[src/rtl/ram_bank_pkg.sv]
// Shared types and helpers for the scratch RAM bank.
// Holds the clear-FSM state enum and the byte-lane merge used by write and bypass paths.
package ram_bank_pkg;

  typedef enum logic {
    ST_INIT,
    ST_READY
  } state_t;

  // Merge is done at a fixed maximum width so one function
  // serves every BUS_WIDTH up to 256; callers extend and truncate.
  localparam int MAX_W = 256;
  localparam int MAX_S = MAX_W / 8;

  function automatic logic [MAX_W-1:0] byte_merge(
    input logic [MAX_W-1:0] old_w,
    input logic [MAX_W-1:0] new_w,
    input logic [MAX_S-1:0] strb
  );
    logic [MAX_W-1:0] r;
    r = old_w;
    for (int i = 0; i < MAX_S; i++) begin
      if (strb[i]) r[8*i +: 8] = new_w[8*i +: 8];
    end
    return r;
  endfunction

endpackage

[src/rtl/ram_addr_decode.sv]
// Combinational window decode: in_range when ADDR_BASE <= addr < ADDR_BASE+MEM_SIZE.
// Ports: addr in; in_range, idx (addr - ADDR_BASE truncated) out.
module ram_addr_decode #(
  parameter int BUS_WIDTH = 32,
  parameter int ADDR_BASE = 10,
  parameter int MEM_SIZE  = 32,
  localparam int IDX_WIDTH = $clog2(MEM_SIZE)
) (
  input  logic [BUS_WIDTH-1:0] addr,
  output logic                 in_range,
  output logic [IDX_WIDTH-1:0] idx
);

  // One extra bit so ADDR_BASE+MEM_SIZE never wraps.
  localparam int EW = BUS_WIDTH + 1;
  localparam logic [EW-1:0] LO = EW'(ADDR_BASE);
  localparam logic [EW-1:0] HI = EW'(ADDR_BASE + MEM_SIZE);
  localparam logic [BUS_WIDTH-1:0] BASE = BUS_WIDTH'(ADDR_BASE);

  logic [EW-1:0] a_ext;

  always_comb begin
    a_ext    = {1'b0, addr};
    in_range = (a_ext >= LO) && (a_ext < HI);
    idx      = IDX_WIDTH'(addr - BASE);
  end

endmodule

[src/rtl/ram_memory_bank.sv]
// Word-addressed scratch RAM with byte strobes, registered read and range checks.
// Ports: clk, reset (async high), busy, write_en/strb/addr_write/data_write, write_err,
// read_en/addr_read, data_read, read_valid, read_err. Option: RAM_BANK_BYPASS_EN (write-first).
module ram_memory_bank
  import ram_bank_pkg::*;
#(
  parameter int BUS_WIDTH = 32,
  parameter int ADDR_BASE = 10,
  parameter int MEM_SIZE  = 32,
  localparam int IDX_WIDTH  = $clog2(MEM_SIZE),
  localparam int STRB_WIDTH = BUS_WIDTH / 8
) (
  input  logic                  clk,
  input  logic                  reset,
  output logic                  busy,
  input  logic                  write_en,
  input  logic [STRB_WIDTH-1:0] write_strb,
  input  logic [BUS_WIDTH-1:0]  addr_write,
  input  logic [BUS_WIDTH-1:0]  data_write,
  output logic                  write_err,
  input  logic                  read_en,
  input  logic [BUS_WIDTH-1:0]  addr_read,
  output logic [BUS_WIDTH-1:0]  data_read,
  output logic                  read_valid,
  output logic                  read_err
);

  localparam logic [IDX_WIDTH-1:0] LAST = IDX_WIDTH'(MEM_SIZE - 1);

  state_t               state;
  logic [IDX_WIDTH-1:0] clr_cnt;
  logic [BUS_WIDTH-1:0] mem [MEM_SIZE];

  logic                 wr_in_range;
  logic [IDX_WIDTH-1:0] wr_idx;
  logic                 rd_in_range;
  logic [IDX_WIDTH-1:0] rd_idx;
  logic [BUS_WIDTH-1:0] wr_merged;
  logic [BUS_WIDTH-1:0] rd_word;

  ram_addr_decode #(
    .BUS_WIDTH(BUS_WIDTH),
    .ADDR_BASE(ADDR_BASE),
    .MEM_SIZE (MEM_SIZE)
  ) u_wr_dec (
    .addr    (addr_write),
    .in_range(wr_in_range),
    .idx     (wr_idx)
  );

  ram_addr_decode #(
    .BUS_WIDTH(BUS_WIDTH),
    .ADDR_BASE(ADDR_BASE),
    .MEM_SIZE (MEM_SIZE)
  ) u_rd_dec (
    .addr    (addr_read),
    .in_range(rd_in_range),
    .idx     (rd_idx)
  );

  always_comb begin
    wr_merged = BUS_WIDTH'(byte_merge(
      MAX_W'(mem[wr_idx]),
      MAX_W'(data_write),
      MAX_S'(write_strb)));
`ifdef RAM_BANK_BYPASS_EN
    // Write-first: a same-index write is forwarded into the read.
    if (write_en && wr_in_range && (wr_idx == rd_idx))
      rd_word = wr_merged;
    else
      rd_word = mem[rd_idx];
`else
    rd_word = mem[rd_idx];
`endif
  end

  // Array has no reset; the INIT pass zeroes it after every reset.
  always_ff @(posedge clk) begin
    if (state == ST_INIT)
      mem[clr_cnt] <= '0;
    else if (write_en && wr_in_range)
      mem[wr_idx] <= wr_merged;
  end

  always_ff @(posedge clk or posedge reset) begin
    if (reset) begin
      state      <= ST_INIT;
      clr_cnt    <= '0;
      busy       <= 1'b1;
      data_read  <= '0;
      read_valid <= 1'b0;
      read_err   <= 1'b0;
      write_err  <= 1'b0;
    end else begin
      read_valid <= 1'b0;
      read_err   <= 1'b0;
      write_err  <= 1'b0;
      unique case (state)
        ST_INIT: begin
          clr_cnt <= clr_cnt + 1'b1;
          if (clr_cnt == LAST) begin
            state <= ST_READY;
            busy  <= 1'b0;
          end
        end
        ST_READY: begin
          write_err <= write_en && !wr_in_range;
          if (read_en) begin
            read_valid <= 1'b1;
            read_err   <= !rd_in_range;
            data_read  <= rd_in_range ? rd_word : '0;
          end
        end
      endcase
    end
  end

endmodule

[config.mk]
export PLATFORM = sky130hd
export DESIGN_NAME = ram_memory_bank
export DESIGN_NICKNAME = d
export VERILOG_FILES = /design/src/rtl/ram_bank_pkg.sv /design/src/rtl/ram_addr_decode.sv /design/src/rtl/ram_memory_bank.sv
export SDC_FILE = /design/constraint.sdc
export NUM_CORES = 1
export LEC_CHECK = 0
export CAP_MARGIN = 5
export CORE_ASPECT_RATIO = 1.75
export CORE_MARGIN = 2
export CORE_UTILIZATION = 40
export DETAILED_ROUTE_END_ITERATION = 12
export DONT_BUFFER_PORTS = 1
export HOLD_SLACK_MARGIN = 0.1
export RECOVER_POWER = 25
export SLEW_MARGIN = 10
export SYNTH_ARGS = -nofsm -noshare
export SYNTH_HDL_FRONTEND = slang
export SYNTH_HIERARCHICAL = 1
export SYNTH_SLANG_ARGS = --single-unit
[constraint.sdc]
create_clock -name clk -period 4.35 [get_ports clk]
set_input_delay 0.87 -clock clk [delete_from_list [all_inputs] [get_ports clk]]
set_output_delay 0.87 -clock clk [all_outputs]
set_load 0.1 [all_outputs]
Word level (Yosys, flattened, before mapping)
Memories as Yosys holds them, arrays and structs flattened.
Index checks and enable logic that the tools add are counted.

operators by class
  add/subtract/negate cells = 3
  order comparisons = 4
  equality and inequality tests = 5
  mux-type cells = 19
  bitwise operators = 1
  reduce and logical (&&, ||, !) cells = 13

operator list
  cell                   number
  $ge A32 B4 Y1 const B  2
  $lt A32 B6 Y1 const B  2
  $mux W32               2
  $mux W8                4
  $reduce_or A32 Y1      1
  $reduce_and A2 Y1      6
  $mux W1                11
  $sub A5 B4 Y5 const B  2
  $add A5 B1 Y5 const B  1
  $eq A5 B5 Y1 const B   1
  $mux W5                1
  $logic_and A1 B1 Y1    4
  $mux W4                1
  $ne A1 B1 Y1 const B   4
  $logic_not A1 Y1       2
  $not A1 Y1             1

storage, ports and cells
  flip-flop bits (word level) = 42
  RAM bits = 1024
  input port bits = 104
  output and inout bits = 36
  logic and storage cells = 53
  memories kept = 1

memories
  name  words  bits a word  rd ports  clocked after memory_dff  write ports  RTL line               source
  mem   32     32           1         0                         1            ram_memory_bank.sv:32  logic [BUS_WIDTH-1:0] mem [MEM_SIZE];

Longest topological paths before layout
  word-level depth = 9
  gate-level depth with buffers = 11
  mapped depth without buffers = 8

Cells and area by module
The synthesis kept the hierarchy.

by module, submodules not included
  module           instances  cells an instance  area each (µm²)  sequential area each (µm²)
  ram_memory_bank  1          2226               42231.8          31801.8
  ram_addr_decode  2          20                 152.6            0.0

Worst setup path before layout
No wires, ideal clock.

  kind = input to register
  from = input addr_write[31]
  to = memory mem[12][0], enable pin
  setup time = 0.370 ns
  arrival time = 2.926 ns
  required time = 3.980 ns
  path slack = 1.053 ns
  stages = 8
  buffers on the path = 1
  cell sequence = nor4_2 > nand4_1 > nor4b_2 > nand2_1 > nor3_4 > buf_2 > a41oi_1 > nor2_1

on the way
  cells in the longest elaborated chain, start to end = 9
  elaborated cells between the ends (all ways) = 14
  classes of those cells = order compare (2); mux (5); reduce/logical (7)

ends and longest elaborated chain
  element                                              RTL line               source
  start: declaration                                   ram_memory_bank.sv:18  input logic [BUS_WIDTH-1:0] addr_write,
  $ge A32 B4 Y1 or $lt A32 B6 Y1 (tied branches)       ram_addr_decode.sv:24  in_range = (a_ext >= LO) && (a_ext < HI);
  $logic_and A1 B1 Y1 *                                ram_addr_decode.sv:24
  named net wr_in_range                                ram_memory_bank.sv:34  logic wr_in_range;
  $logic_and A1 B1 Y1 *                                ram_memory_bank.sv:81  else if (write_en && wr_in_range)
  $mux W1 *                                            ram_memory_bank.sv:81
  $mux W1 *                                            ram_memory_bank.sv:79  if (state == ST_INIT)
  $mux W1 (not written as such) *                      ram_memory_bank.sv:82  mem[wr_idx] <= wr_merged;
  $reduce_and A2 Y1 (no source line)                   n/a
  $reduce_or A32 Y1 (no source line)                   n/a
  $mux W5 (no source line) or $mux W4 (tied branches)  n/a
  end: declaration                                     ram_memory_bank.sv:32

The timed path passes the listed nets; every way through them passes the cells marked *.

Final worst setup path
  from = input addr_read[2]
  to = register data_read[12]

on the way
  cells in the longest elaborated chain, start to end = 3
  elaborated cells between the ends (all ways) = 6
  classes of those cells = add/sub (1); order compare (2); mux (1); reduce/logical (1); memory (1)

ends and longest elaborated chain
  element                 RTL line                source
  start: declaration      ram_memory_bank.sv:22   input logic [BUS_WIDTH-1:0] addr_read,
  $sub A5 B4 Y5           ram_addr_decode.sv:25   idx = IDX_WIDTH'(addr - BASE);
  named net rd_idx[2]     ram_memory_bank.sv:37   logic [IDX_WIDTH-1:0] rd_idx;
  $mem_v2 Z32 W32         n/a
  $mux W32                ram_memory_bank.sv:111  data_read <= rd_in_range ? rd_word : '0;
  end signal: assignment  ram_memory_bank.sv:111
  end: declaration        ram_memory_bank.sv:23   output logic [BUS_WIDTH-1:0] data_read,

The timed path passes the listed nets, and every way through them passes these cells.
A chain may end at the register's enable or synchronous reset.

==> results.toml <==
[timing]
slew_viol_final = 296
setup_viol = 0
min_period_ps = 3870
hold_violations = 0
fin_tns_setup_ps = 0
worstMarginPinSlew_ps = 2280
rsz0062_at_grt = "no"
max_freq_mhz = 258
worst_slack_ps = 476
finalCritPeriodShare_pct = 89.1
fin_skew_ps = 26.7
slew_headroom_pct = -52.3

[routing]
drc = 0
vias = 21487
drtPass1Iterations = 5
ant_nets = 0
drtIter0Drc = 1863
routed_wl_um = 108000
wl_per_cell_um = 28.4
via_per_inst = 5.64

[cts]
clock_path_buffers = 3
clock_sinks = 1066
post_cts_resized = 0
cts.clk_slew.worst_paths_ps = 70
cts_root_buffer = "clkbuf_16"
clock_latency_ps = 690
ctsHtreeMaxLevel = 3
cts_tree = "done"
numCtsBuffers = 92

[power]
power_frac_comb_pct = 3.5
intPower_w = 0.0161
p_leak_nw = 18.0
p_clk_share_pct = 41.8
power_switching_share_pct = 20.7
power_switching_w = 0.00420
ir_drop_uv = 284
seq_power_share_pct = 54.7
p_per_area_nw_per_um2 = 426

[layout]
stdcell_count = 3808
fin_util_pct = 45.0
n_fill_cell = 8917
area_growth_pct = 12.0
drive_above_1_share_pct = 21.4
final_area_um2 = 47600
nets = 2477

[logic_synthesis]
synth.cell_area_um2 = 42500
synth_common_cells = "edfxtp_1, mux2i_1, nor2_1, mux4_2, a21oi_1"
synth_cell_types = 51
yosys_warnings = 6
async_flop_share_pct = 3.94
synth-seq-area-share_pct = 74.8
ys_ff_latch = 1066
syn-num-nets = 2374
post-synth-top-count-cell = "edfxtp_1"
syn-instance-count = 2266
synth_area_leaders = "edfxtp_1, mux4_2, mux2i_1, mux2_2, dfrtp_1"
yosys.area.top_type = "edfxtp_1"
synth_edf_count = 1024
syn_avg_cell_area_um2 = 18.8
synthFlopType = "edfxtp_1"
yosysTopAreaCellShare_pct = 72.3

[worst_setup_path]
worstPathArrival_ps = 4400
required_ps = 4880
cp-start-kind = "primary input"
criticalPathCategory = "in2reg"
critPathMaxFanout = 38
end_kind = "flip-flop"

[grt]
grtUsageTotal_pct = 19.8
antenna_found_initial = 5
grt_max_degree = 385
grt_pass1_wl_um = 156000
grt_pass1_vias = 22722
grt.overflow.total = 0

[placed_design]
dp_hpwl_um = 69500
place.gp.congestion = 0.901
io_buffers = 0
place_inst = 3634
placed_cell_area_um2 = 44700
place_ws_ps = 304

[die]
core_area_um2 = 106000
die_width_um = 251
dieArea_um2 = 109000
rows = 158
die_h_um = 435
io_pins = 140
initial_core_util_pct = 40.2

[outcome]
outcome = "finished, violations left"
violations = "capacitance limit, slew limit"

[min_path]
hold_path.class = "in2reg"

[flow_run]
drv_cap = 10
-- cell families after synthesis --
logic type               share of synthesized area (%)
multiplexers                                      13.9
adder cells (fa/ha/maj)                          0.118
AO/OA/AOI/OAI                                     5.53
buffers and inverters                             1.93
flip-flops                                        74.8
AND/OR/NAND/NOR                                   3.61
XOR/XNOR                                         0.144
-- worst max-delay path, stage by stage --
cell and delay (ps):
inv_1 30, ha_1 260, inv_1 670, nor2_4 1160, buf_4 370, a21oi_1 110, a221oi_1 720, o41ai_2 180
-- registers in the layout (all words and copies together) (netlist names) --
name	cells
write_err	1
mem	1024
read_err	1
data_read	32
state	1
clr_cnt	5
busy	1
read_valid	1
-- timing repair --
action                                 4_1_cts  5_1_grt
buffers inserted                             0        0
endpoints found under the hold margin       17        0
hold buffers                                 1        0
-- cells in the final DEF, fill, tap and decap left out, drive strengths merged, types with 2 or more instances in the layout --
cell type / n
nor4b: 2
a22oi: 65
nand3b: 2
bufinv: 11
nor3b: 2
dfrtp: 41
nor4: 19
xnor2: 6
nand4: 2
and2: 33
o22ai: 31
a211oi: 31
mux2i: 195
clkinv: 29
a21oi: 106
nor2b: 38
buf: 115
edfxtp: 1024
nand3: 4
a221oi: 31
a31oi: 9
mux4: 128
inv: 15
ha: 4
clkinvlp: 9
nor3: 12
o21ai: 2
nand2b: 7
o21a: 2
o41ai: 31
a41oi: 6
nor2: 137
nand2: 43
clkbuf: 149
mux2: 96
-- worst paths after layout --
check                      cells after the start  slack, ps                   endpoint                    from
hold reg to reg                                1        690     clr_cnt[3]$_DFFE_PP0N_  clr_cnt[3]$_DFFE_PP0N_
setup reg to reg                               6        630       mem[6][25]$_DFFE_PP_         state$_DFF_PP0_
hold / removal                                 2        350       read_valid$_DFF_PP0_                 read_en
min in group asynchronous                      2        860  data_read[26]$_DFFE_PP0P_                   reset
setup / recovery                               8        480  data_read[12]$_DFFE_PP0P_            addr_read[2]
max in group asynchronous                      3        810   data_read[9]$_DFFE_PP0P_                   reset
-- cell type report --
type                    count  area [um^2]  area share, %
diodes                      1         2.50        0.00525
clock buffers             117         2480           5.20
clock inverters            55          614           1.29
inverters                   9         38.8         0.0814
multi-input cells        1052         9880           20.7
flip-flops and latches   1066        31800           66.8
well taps                1360         1700           3.57
repair buffers            148         1120           2.34
-- per-stage QoR --
stage               hold slack [ps]  total power (W)
detailed placement              666           0.0120
finish                          353           0.0203
global placement                665           0.0120
CTS                             290           0.0204
floorplan                       559           0.0119
global route                    327           0.0208
-- power by group through the flow --
stage                     Combinational, W  Sequential (W)  Clock, W
after floorplan                   0.000568          0.0113         0
after global placement            0.000714          0.0113         0
after detailed placement          0.000720          0.0113         0
after CTS                         0.000725          0.0111   0.00861
after global routing              0.000746          0.0111   0.00898
final                             0.000716          0.0111   0.00847
-- metal layers --
layer,vias up,track usage (%),part of all wire (%)
met4,8,8.45,4.4
li1,9381,-,-
met1,11189,22.1,36
met2,702,36.1,53
met5,-,0,0.039
met3,207,4.49,6.5
Note: power is estimated with default switching activity, not from simulation.
